## src/rtl/quad_encoder_pkg.sv

```systemverilog
// Shared constants and helpers for the quadrature encoder bank.
// Latency: n/a (declarations only).
// Backpressure: n/a.
package quad_encoder_pkg;

    typedef enum logic [1:0] {
        MODE_X1  = 2'b00,
        MODE_X2  = 2'b01,
        MODE_X4  = 2'b10,
        MODE_OFF = 2'b11
    } mode_e;

    localparam logic [3:0] ADDR_CNT_BASE = 4'h0;
    localparam logic [3:0] ADDR_DEB_CMP  = 4'h8;
    localparam logic [3:0] ADDR_MODE     = 4'h9;
    localparam logic [3:0] ADDR_STATUS   = 4'hA;
    localparam logic [3:0] ADDR_CAPTURE  = 4'hB;

    localparam logic [7:0] DEB_CMP_RST = 8'd128;
    localparam logic [7:0] MODE_RST    = 8'hAA;

    // Next state in the forward (count-up) Gray sequence {A,B}: 00->10->11->01->00.
    function automatic logic [1:0] fwd_next(input logic [1:0] ab);
        return {~ab[0], ab[1]};
    endfunction

endpackage

```

## src/rtl/quad_channel.sv

```systemverilog
// One encoder channel: A/B debouncers, transition decoder, wrapping counter, direction, sticky error.
// Latency: counter/dir/err update one clk after the debounced pins change.
// Backpressure: none; every strobe and every transition is consumed immediately.
module quad_channel
    import quad_encoder_pkg::*;
#(
    parameter int CNT_WIDTH = 16,
    parameter int HIST_LEN  = 8
) (
    input  logic                 clk,
    input  logic                 reset,
    input  logic                 strobe,
    input  logic                 a,
    input  logic                 b,
    input  logic [1:0]           mode,
    input  logic                 clear,
    input  logic                 err_clr,
    output logic [CNT_WIDTH-1:0] count,
    output logic                 dir,
    output logic                 err
);

    // Index 1 is A, index 0 is B, so the vectors read as {A,B}.
    logic [1:0]          pin;
    logic [1:0]          db;
    logic [1:0]          prev;
    logic [HIST_LEN-1:0] hist     [2];
    logic [HIST_LEN-1:0] hist_nxt [2];

    logic                 up;
    logic                 down;
    logic                 err_set;
    logic [CNT_WIDTH-1:0] delta;

    assign pin = {a, b};

    // Candidate history after this strobe; the debounced level is judged on it.
    always_comb begin
        for (int i = 0; i < 2; i++) begin
            hist_nxt[i] = {hist[i][HIST_LEN-2:0], pin[i]};
        end
    end

    // Shift pins in on strobe; output flips only on a unanimous history.
    always_ff @(posedge clk or posedge reset) begin
        if (reset) begin
            for (int i = 0; i < 2; i++) begin
                hist[i] <= '0;
            end
            db <= '0;
        end else if (strobe) begin
            for (int i = 0; i < 2; i++) begin
                hist[i] <= hist_nxt[i];
                if (&hist_nxt[i]) begin
                    db[i] <= 1'b1;
                end else if (~|hist_nxt[i]) begin
                    db[i] <= 1'b0;
                end
            end
        end
    end

    // Classify the prev->current debounced transition under the active mode.
    always_comb begin
        logic fwd;
        logic rev;
        logic a_chg;
        fwd     = (db == fwd_next(prev));
        rev     = (prev == fwd_next(db));
        a_chg   = prev[1] ^ db[1];
        up      = 1'b0;
        down    = 1'b0;
        err_set = (&(prev ^ db)) && (mode != MODE_OFF);
        case (mode_e'(mode))
            MODE_X4: begin
                up   = fwd;
                down = rev;
            end
            MODE_X2: begin
                up   = fwd && a_chg;
                down = rev && a_chg;
            end
            MODE_X1: begin
                up   = (prev == 2'b00) && (db == 2'b10);
                down = (prev == 2'b10) && (db == 2'b00);
            end
            default: begin
                up   = 1'b0;
                down = 1'b0;
            end
        endcase
        delta = '0;
        if (up) begin
            delta = CNT_WIDTH'(1);
        end else if (down) begin
            delta = '1;
        end
    end

    // Counter, direction, sticky error; a clear still keeps this cycle's count.
    always_ff @(posedge clk or posedge reset) begin
        if (reset) begin
            prev  <= 2'b00;
            count <= '0;
            dir   <= 1'b0;
            err   <= 1'b0;
        end else begin
            prev <= db;
            if (clear) begin
                count <= delta;
            end else begin
                count <= count + delta;
            end
            if (up || down) begin
                dir <= up;
            end
            if (err_set) begin
                err <= 1'b1;
            end else if (err_clr) begin
                err <= 1'b0;
            end
        end
    end

endmodule

```

## src/rtl/quad_encoder_bank.sv

```systemverilog
// Multi-channel quadrature encoder peripheral with shadowed counters behind an 8-bit register port.
// Latency: writes take effect on the next clk; reads are combinational from address.
// Backpressure: none; the register port accepts a write every cycle.
module quad_encoder_bank
    import quad_encoder_pkg::*;
#(
    parameter int NUM_CH       = 4,
    parameter int CNT_WIDTH    = 16,
    parameter int HIST_LEN     = 8,
    parameter int STROBE_WIDTH = 16
) (
    input  logic       clk,
    input  logic       reset,
    input  logic [7:0] ui_in,
    output logic [7:0] uo_out,
    input  logic [3:0] address,
    input  logic       data_write,
    input  logic [7:0] data_in,
    output logic [7:0] data_out
);

    logic [STROBE_WIDTH-1:0] prescaler;
    logic                    strobe;
    logic [7:0]              debounce_cmp;
    logic [7:0]              mode;
    logic                    wr_status;
    logic                    wr_capture;

    logic [CNT_WIDTH-1:0] count  [4];
    logic [CNT_WIDTH-1:0] shadow [4];
    logic [3:0]           dir_bits;
    logic [3:0]           err_bits;
    logic [15:0]          sel_cnt;

    assign uo_out     = 8'h00;
    assign strobe     = (prescaler == STROBE_WIDTH'(debounce_cmp));
    assign wr_status  = data_write && (address == ADDR_STATUS);
    assign wr_capture = data_write && (address == ADDR_CAPTURE);

    // Debounce sample prescaler: restart on strobe, else free-run (wraps if cmp was lowered past it).
    always_ff @(posedge clk or posedge reset) begin
        if (reset) begin
            prescaler <= '0;
        end else if (strobe) begin
            prescaler <= '0;
        end else begin
            prescaler <= prescaler + STROBE_WIDTH'(1);
        end
    end

    // Software-writable configuration registers.
    always_ff @(posedge clk or posedge reset) begin
        if (reset) begin
            debounce_cmp <= DEB_CMP_RST;
            mode         <= MODE_RST;
        end else if (data_write) begin
            if (address == ADDR_DEB_CMP) begin
                debounce_cmp <= data_in;
            end
            if (address == ADDR_MODE) begin
                mode <= data_in;
            end
        end
    end

    for (genvar n = 0; n < 4; n++) begin : g_ch
        if (n < NUM_CH) begin : g_on
            quad_channel #(
                .CNT_WIDTH (CNT_WIDTH),
                .HIST_LEN  (HIST_LEN)
            ) u_ch (
                .clk     (clk),
                .reset   (reset),
                .strobe  (strobe),
                .a       (ui_in[2*n]),
                .b       (ui_in[2*n+1]),
                .mode    (mode[2*n+:2]),
                .clear   (wr_capture && data_in[n]),
                .err_clr (wr_status && data_in[4+n]),
                .count   (count[n]),
                .dir     (dir_bits[n]),
                .err     (err_bits[n])
            );
        end else begin : g_off
            assign count[n]    = '0;
            assign dir_bits[n] = 1'b0;
            assign err_bits[n] = 1'b0;
        end
    end

    // Atomic snapshot of every live counter, pre-count value on a same-cycle count.
    always_ff @(posedge clk or posedge reset) begin
        if (reset) begin
            for (int i = 0; i < 4; i++) begin
                shadow[i] <= '0;
            end
        end else if (wr_capture) begin
            for (int i = 0; i < 4; i++) begin
                shadow[i] <= count[i];
            end
        end
    end

    // Combinational read mux; absent channels and unmapped addresses read zero.
    always_comb begin
        sel_cnt  = 16'(shadow[address[2:1]]);
        data_out = 8'h00;
        case (address)
            ADDR_DEB_CMP: data_out = debounce_cmp;
            ADDR_MODE:    data_out = mode;
            ADDR_STATUS:  data_out = {err_bits, dir_bits};
            default: begin
                if ((address & 4'h8) == ADDR_CNT_BASE) begin
                    data_out = address[0] ? sel_cnt[15:8] : sel_cnt[7:0];
                end
            end
        endcase
    end

endmodule
```

## config.mk

```make
export PLATFORM = sky130hd
export DESIGN_NAME = quad_encoder_bank
export DESIGN_NICKNAME = d
export VERILOG_FILES = /design/src/rtl/quad_encoder_pkg.sv /design/src/rtl/quad_channel.sv /design/src/rtl/quad_encoder_bank.sv
export SDC_FILE = /design/constraint.sdc
export NUM_CORES = 1
export LEC_CHECK = 0
export BUFFER_PORTS_ARGS = -buffer_cell sky130_fd_sc_hd__buf_2
export CAP_MARGIN = 10
export CORE_ASPECT_RATIO = 1.4
export CORE_UTILIZATION = 57
export DETAILED_ROUTE_END_ITERATION = 12
export GPL_ROUTABILITY_DRIVEN = 0
export PLACE_DENSITY = 0.76
export SLEW_MARGIN = 20
export SYNTH_ARGS = -nofsm -noshare
export SYNTH_HDL_FRONTEND = slang
export SYNTH_SLANG_ARGS = --single-unit
```

## constraint.sdc

```tcl
create_clock -name clk -period 8.9 [get_ports clk]
set_clock_uncertainty 0.1 [all_clocks]
set_input_delay 1.78 -clock clk [delete_from_list [all_inputs] [get_ports clk]]
set_output_delay 1.78 -clock clk [all_outputs]
set_load 0.05 [all_outputs]
```

* After elaboration in Yosys (flattened, before gate mapping)
Index checks and enable logic that the tools add are counted.
Cells by class: $add $sub $neg 5, mux-type cells 51, eq/ne operators 41, div/mod/pow operators 0, $mul 0, reductions and logical operators 81, bitwise gates (word level) 17, shifts and indexed selects 0, order comparisons 1
Operator list (count):
- 2-to-1 mux 16 bit | 15
- adder 16 bit | 4
- AND reduction 8 bit | 8
- OR reduction 8 bit | 8
- binary-select mux 16 bit (select 2 bit) | 1
- logical AND 1 bit | 30
- AND reduction 2 bit | 14
- == test 2 bit (second input constant) | 12
- logical NOT 2 bit | 12
- 2-to-1 mux 1 bit | 24
- case mux 1 bit (3 select lines) | 8
- case mux 8 bit (3 select lines) | 1
- adder 16 x 1 -> 16 bit (second input constant) | 1
- == test 16 x 8 -> 1 bit | 1
- == test 2 bit | 8
- == test 4 bit (second input constant) | 4
- 2-to-1 mux 8 bit | 2
- != test 2 x 1 -> 1 bit (second input constant) | 8
- == test 2 x 1 -> 1 bit (second input constant) | 4
- != test 2 bit (second input constant) | 4
- NOT 1 bit | 8
- nonzero test 2 bit | 4
- XOR 2 bit | 4
- logical NOT 4 bit | 1
- other kinds (4) | 10
Storage, ports and cells: logic and storage cells 235, bits in latches 0, bits in registers 240, bits in writable memories 0, ROM bits 0, output and inout port bits 16, input port bits 23, memories 0

* Logic depth before layout (Yosys ltp)
depth in word-level cells 8, depth in mapped cells 17, depth with buffers taken out 16

* Cells and area by module
Synthesis repeated with hierarchy kept, for this count alone.
Second synthesis, totals: cell total of the unflattened synthesis 1234, area, all modules 13769.5 sq um
By module, submodules not included:
- quad_encoder_bank | area each 4732.0 sq um, instances 1, seq. area each 2408.6 sq um, cells each 342
- quad_channel (g_ch[0].g_on.u_ch ...) | area each 2263.4 sq um, instances 2, seq. area each 900.9 sq um, cells each 227
- quad_channel (g_ch[3].g_on.u_ch) | area each 2259.7 sq um, instances 1, seq. area each 900.9 sq um, cells each 219
- quad_channel (g_ch[2].g_on.u_ch) | area each 2250.9 sq um, instances 1, seq. area each 900.9 sq um, cells each 219

* Worst setup path after synthesis
No wires, ideal clock.
path type input-to-output, from input port address[1], to output port data_out[5], stages on the path 5, path buffers 2, data arrival time 3442 ps, slack 3578 ps, data required time 7020 ps, cells stage by stage buf_2 buf_2 mux4_2 mux2i_1 o22ai_1
Between the ends: cells in the longest elaborated chain, start to end 7, elaborated cells on any way between the ends 10, those cells by class 3 x eq/ne; 6 x mux; 1 x bitwise
RTL lines:
- start: declaration | line quad_encoder_bank.sv:16 | input logic [3:0] address,
- NOT 2 -> 3 bit (not written as such) | line quad_encoder_bank.sv:106 | sel_cnt = 16'(shadow[address[2:1]]);
- binary-select mux 16 bit (select 2 bit) | line quad_encoder_bank.sv:106
- 2-to-1 mux 16 bit (not written as such) (2 in a row) | line quad_encoder_bank.sv:106
- 2-to-1 mux 8 bit | line quad_encoder_bank.sv:114 | data_out = address[0] ? sel_cnt[15:8] : sel_cnt[7:0];
- 2-to-1 mux 8 bit | line quad_encoder_bank.sv:113 | if ((address & 4'h8) == ADDR_CNT_BASE) begin
- case mux 8 bit (3 select lines) * | line quad_encoder_bank.sv:108 | case (address)
- end: declaration | line quad_encoder_bank.sv:19 | output logic [7:0] data_out
Every way passes the cells marked *; elsewhere a longest branch is shown, timed or not. The select of a mux whose other input is x is not followed.

* Final worst setup path
from input port address[1], to output port data_out[3]
The elaborated chain is that of the path after synthesis.

==> impl_summary.txt <==
----------------------------------------------------
[Flow run]
  Max_cap viols ... 0

[Synthesis]
  Basic-gate share of the synthesized area counting and, or, nand and nor cells ... 0.103
  Top_reg_cell synth ... dfrtp_1
  Post-synth cell types ... 67
  Post-synth EDFFs ... 0
  Average footprint of a synthesized cell ... approximately 12 um^2
  Sequential cell area fraction in the yosys report ... 0.456
  Yosys warning count ... 0
  Adder and majority gate portion of the synthesized area ... 0.0640
  FFs w/ async S/R, synth ... 1.00
  Fraction of the mapped netlist area in compound gates ... 0.123
  Combinational family with the most area after synthesis ... multiplexers
  Synth Area in XOR/XNOR ... 0.0492
  Mux share of post-synthesis cell area ... 0.174
  Post-synth design cell area ... 13200 um^2
  Synth Register Bits ... 240
  Cells after Synth ... 1139

[Floorplan]
  Ports ... 39
  # rows ... 65
  Height of the die ... approximately 180 um
  X dimension of the die ... ~130 um
  Floorplan die area ... approximately 24000 um^2
  Effective utilization at floorplan ... 0.583
  Core Box Area ... around 23000 um^2

[Finish]
  Post-layout utilization of the core ... 0.634
  Area of the multi-input gates ... ~6800 um^2
  Most common library cell in the layout ignoring fill and taps ... dfrtp_1
  Sequential cell area ... 6010 um^2
  Synthesis-to-finish area growth ... 8.79%
  Share of cells above drive strength 1 ... 0.216
  Final net count ... roughly 1.2k
  Fill cell total of the finished layout ... around 1.8k
  Leading cell types in the layout, fill and taps excluded ... dfrtp_1, mux2_2, o21ai_0

[Critical path]
  Startpoint type of the worst setup path ... input port
  Critical path type ... input port to output port
  Number of cells on the worst reg-to-reg path ... 16
  Critical R2R Capture ... g_ch[0].g_on.u_ch.count[14]
  Critical Path RT ... ~7.0 ns
  Crit-path max FO ... 28
  Data arrival time at the worst-slack endpoint ... 3.77 ns
  Critical Path End Type ... output port
  Launch instance of the worst register-to-register path ... g_ch[0].g_on.u_ch.db[1]
  Register-to-register path setup slack ... approximately 5 ns

[Power]
  Sequential power share ... 0.485
  Net Sw Frac ... 0.299
  Maximum ir drop on the vdd rail ... 0.177 mV
  Logic pwr share ... 0.208
  Internal Power ... about 2.4 mW
  Leakage power figure ... about 6.4 nW
  Clock network fraction of design power ... 0.306
  Power per standard cell area ... approximately 240 nW/um^2
  Switching component of the power ... between 1 and 1.5 mW

[GRT]
  Met1 track demand over resource ... 0.330
  All-layer global routing usage ... 0.250
  Global routing met3 resource utilization ... 0.0395
  Number of global-route vias before repair ... 9064
  Met2 usage ... 0.405
  Total congestion overflow ... 0
  Antenna violations before repair ... 4
  First-pass GRT wire length ... approximately 47 mm
  Most heavily used metal layer in global routing ... met2
  Largest net degree at the start of global routing ... 96

[Clock tree]
  Cts bufs inserted ... 24
  CTS tree ... yes
  CTS Root Buffer Type ... clkbuf_16
  Clock Pin Slew Worst Setup and Hold Paths ... ~0.060 ns
  CTS H-tree lvls ... 1
  Post-cts gate resize count ... 0
  Clk Latency, worst-skew pair ... 0.53 ns
  Post-CTS Setup Repair Bufs ... 0
  # clock sinks ... 240
  Buffer levels on the longest clock path ... 3
  Number of hold buffers added after cts ... 0

[Routing]
  Final routed wire length divided by cell count ... 19.0 um
  Remaining number of nets flagged by the antenna check after routing ... 0
  Detail-routed via count per cell ... 6.10
  Total vias in the final route ... ~9k
  Total routed wirelength ... approximately 28 mm
  Remaining DRCs ... 0
  Drt first-iter violations ... about 530
  First-pass iteration count of the detailed router ... 7

[STA]
  Final count of pins violating max slew ... 0
  Setup-failing EPs final ... 0
  Final Hold Vio Count ... 0
  Transition time of the tightest slew-check pin ... 0.934 ns
  Post-layout minimum cycle time ... between 5 and 6 ns
  Setup repair after global routing missed its margin ... no
  Final worst path period share ... 0.635
  Worst Hold Slack ... just over 0.4 ns
  Highest clock frequency the design can meet ... about 0.18 GHz
  Final setup TNS ... 0 ns
  Normalized max-slew margin ... 0.377

[Status]
  Run status ... finished, final reports clean

[Worst hold path]
  Beginning of the worst hold path ... prescaler[15]
  Hold Path Class ... register to register
  Endpoint of the worst hold-timing path ... prescaler[15]
  Number of instances on the worst hold path ... 1

[Placement]
  # port buffers ... 30
  Dpl hpwl ... roughly 20 mm

----------------------------------------------------
==> kinds of logic (layout without fill, tap and decap cells) <==
kind of cell	after synthesis	in the layout
adders and majority gates	65	65
xor gates and xnor gates	74	74
muxes	173	173
DFF	240	240
and+or+nand+nor	257	257
buffers and inverters	75	108
other	1	9
AOI/OAI and AO/OA	254	254
==> flip-flops by register name, indices dropped and copies added, names as in the netlist <==
| signal | cells |
|---|---|
| g_ch.g_on.u_ch.count | 64 |
| shadow | 64 |
| g_ch.g_on.u_ch.hist | 56 |
| prescaler | 16 |
| debounce_cmp | 8 |
| g_ch.g_on.u_ch.db | 8 |
| g_ch.g_on.u_ch.prev | 8 |
| mode | 8 |
| g_ch.g_on.u_ch.dir | 4 |
| g_ch.g_on.u_ch.err | 4 |
==> worst max path at each step <==
| stage | to | startpoint | cells after the start | slack (ns) |
|---|---|---|---|---|
| after floorplan | debounce_cmp[0] | reset | 1 | 0.44 |
| after global routing | data_out[1] | address[1] | 5 | 3.15 |
| after CTS | data_out[3] | address[1] | 5 | 3.30 |
| final | data_out[3] | address[1] | 5 | 3.25 |
| after detailed placement | data_out[3] | address[1] | 5 | 3.31 |
| after global placement | data_out[1] | address[1] | 5 | 3.35 |
==> per-stage QoR <==
stage	area [um^2]	worst slack (ns)	instances	power, mW
after floorplan	13200	0.440	1146	2.18
after global placement	13500	3.35	1436	2.35
after detailed placement	13500	3.31	1436	2.39
after CTS	14300	3.30	1480	3.45
after global routing	14300	3.15	1480	3.59
final	14300	3.25	1481	3.43
==> critical path, stage by stage <==
cell and delay [ns]:
buf_2 0.55, nor2b_1 0.63, a21oi_1 0.14, o22ai_1 0.32, buf_2 0.33
==> area by class of cell <==
class / instances / area share
tap: 301 / 0.0263
inverter: 24 / 0.00681
multi-input combinational: 831 / 0.475
clock inverter: 13 / 0.0101
antenna: 1 / 0.000175
timing repair buffer: 40 / 0.0157
sequential: 240 / 0.419
clock buffer: 31 / 0.0466
==> layer usage <==
layer,part of all wire,wire length [um]
met1,0.43,12000
met2,0.48,13400
met3,0.049,1370
met4,0.044,1250
met5,0.0014,38
==> synth_stat cells (23+ instances only) <==
library cell	number	share of area
xor2_1	36	0.024
nor4_1	23	0.011
mux2_4	50	0.057
mux2_2	90	0.077
inv_1	24	0.0068
o21ai_0	71	0.027
nor2_1	57	0.016
a21oi_1	53	0.020
xnor2_1	38	0.025
ha_1	61	0.058
dfrtp_1	235	0.45
nand2_1	44	0.013
==> power groups by stage <==
stage	logic [mW]	registers (mW)	clock network, mW
global route	0.789	1.70	1.11
detailed placement	0.711	1.68	0
CTS	0.719	1.66	1.07
finish	0.713	1.66	1.05
global placement	0.686	1.67	0
floorplan	0.629	1.55	0
No activity file was read; power rests on OpenSTA's default activity.
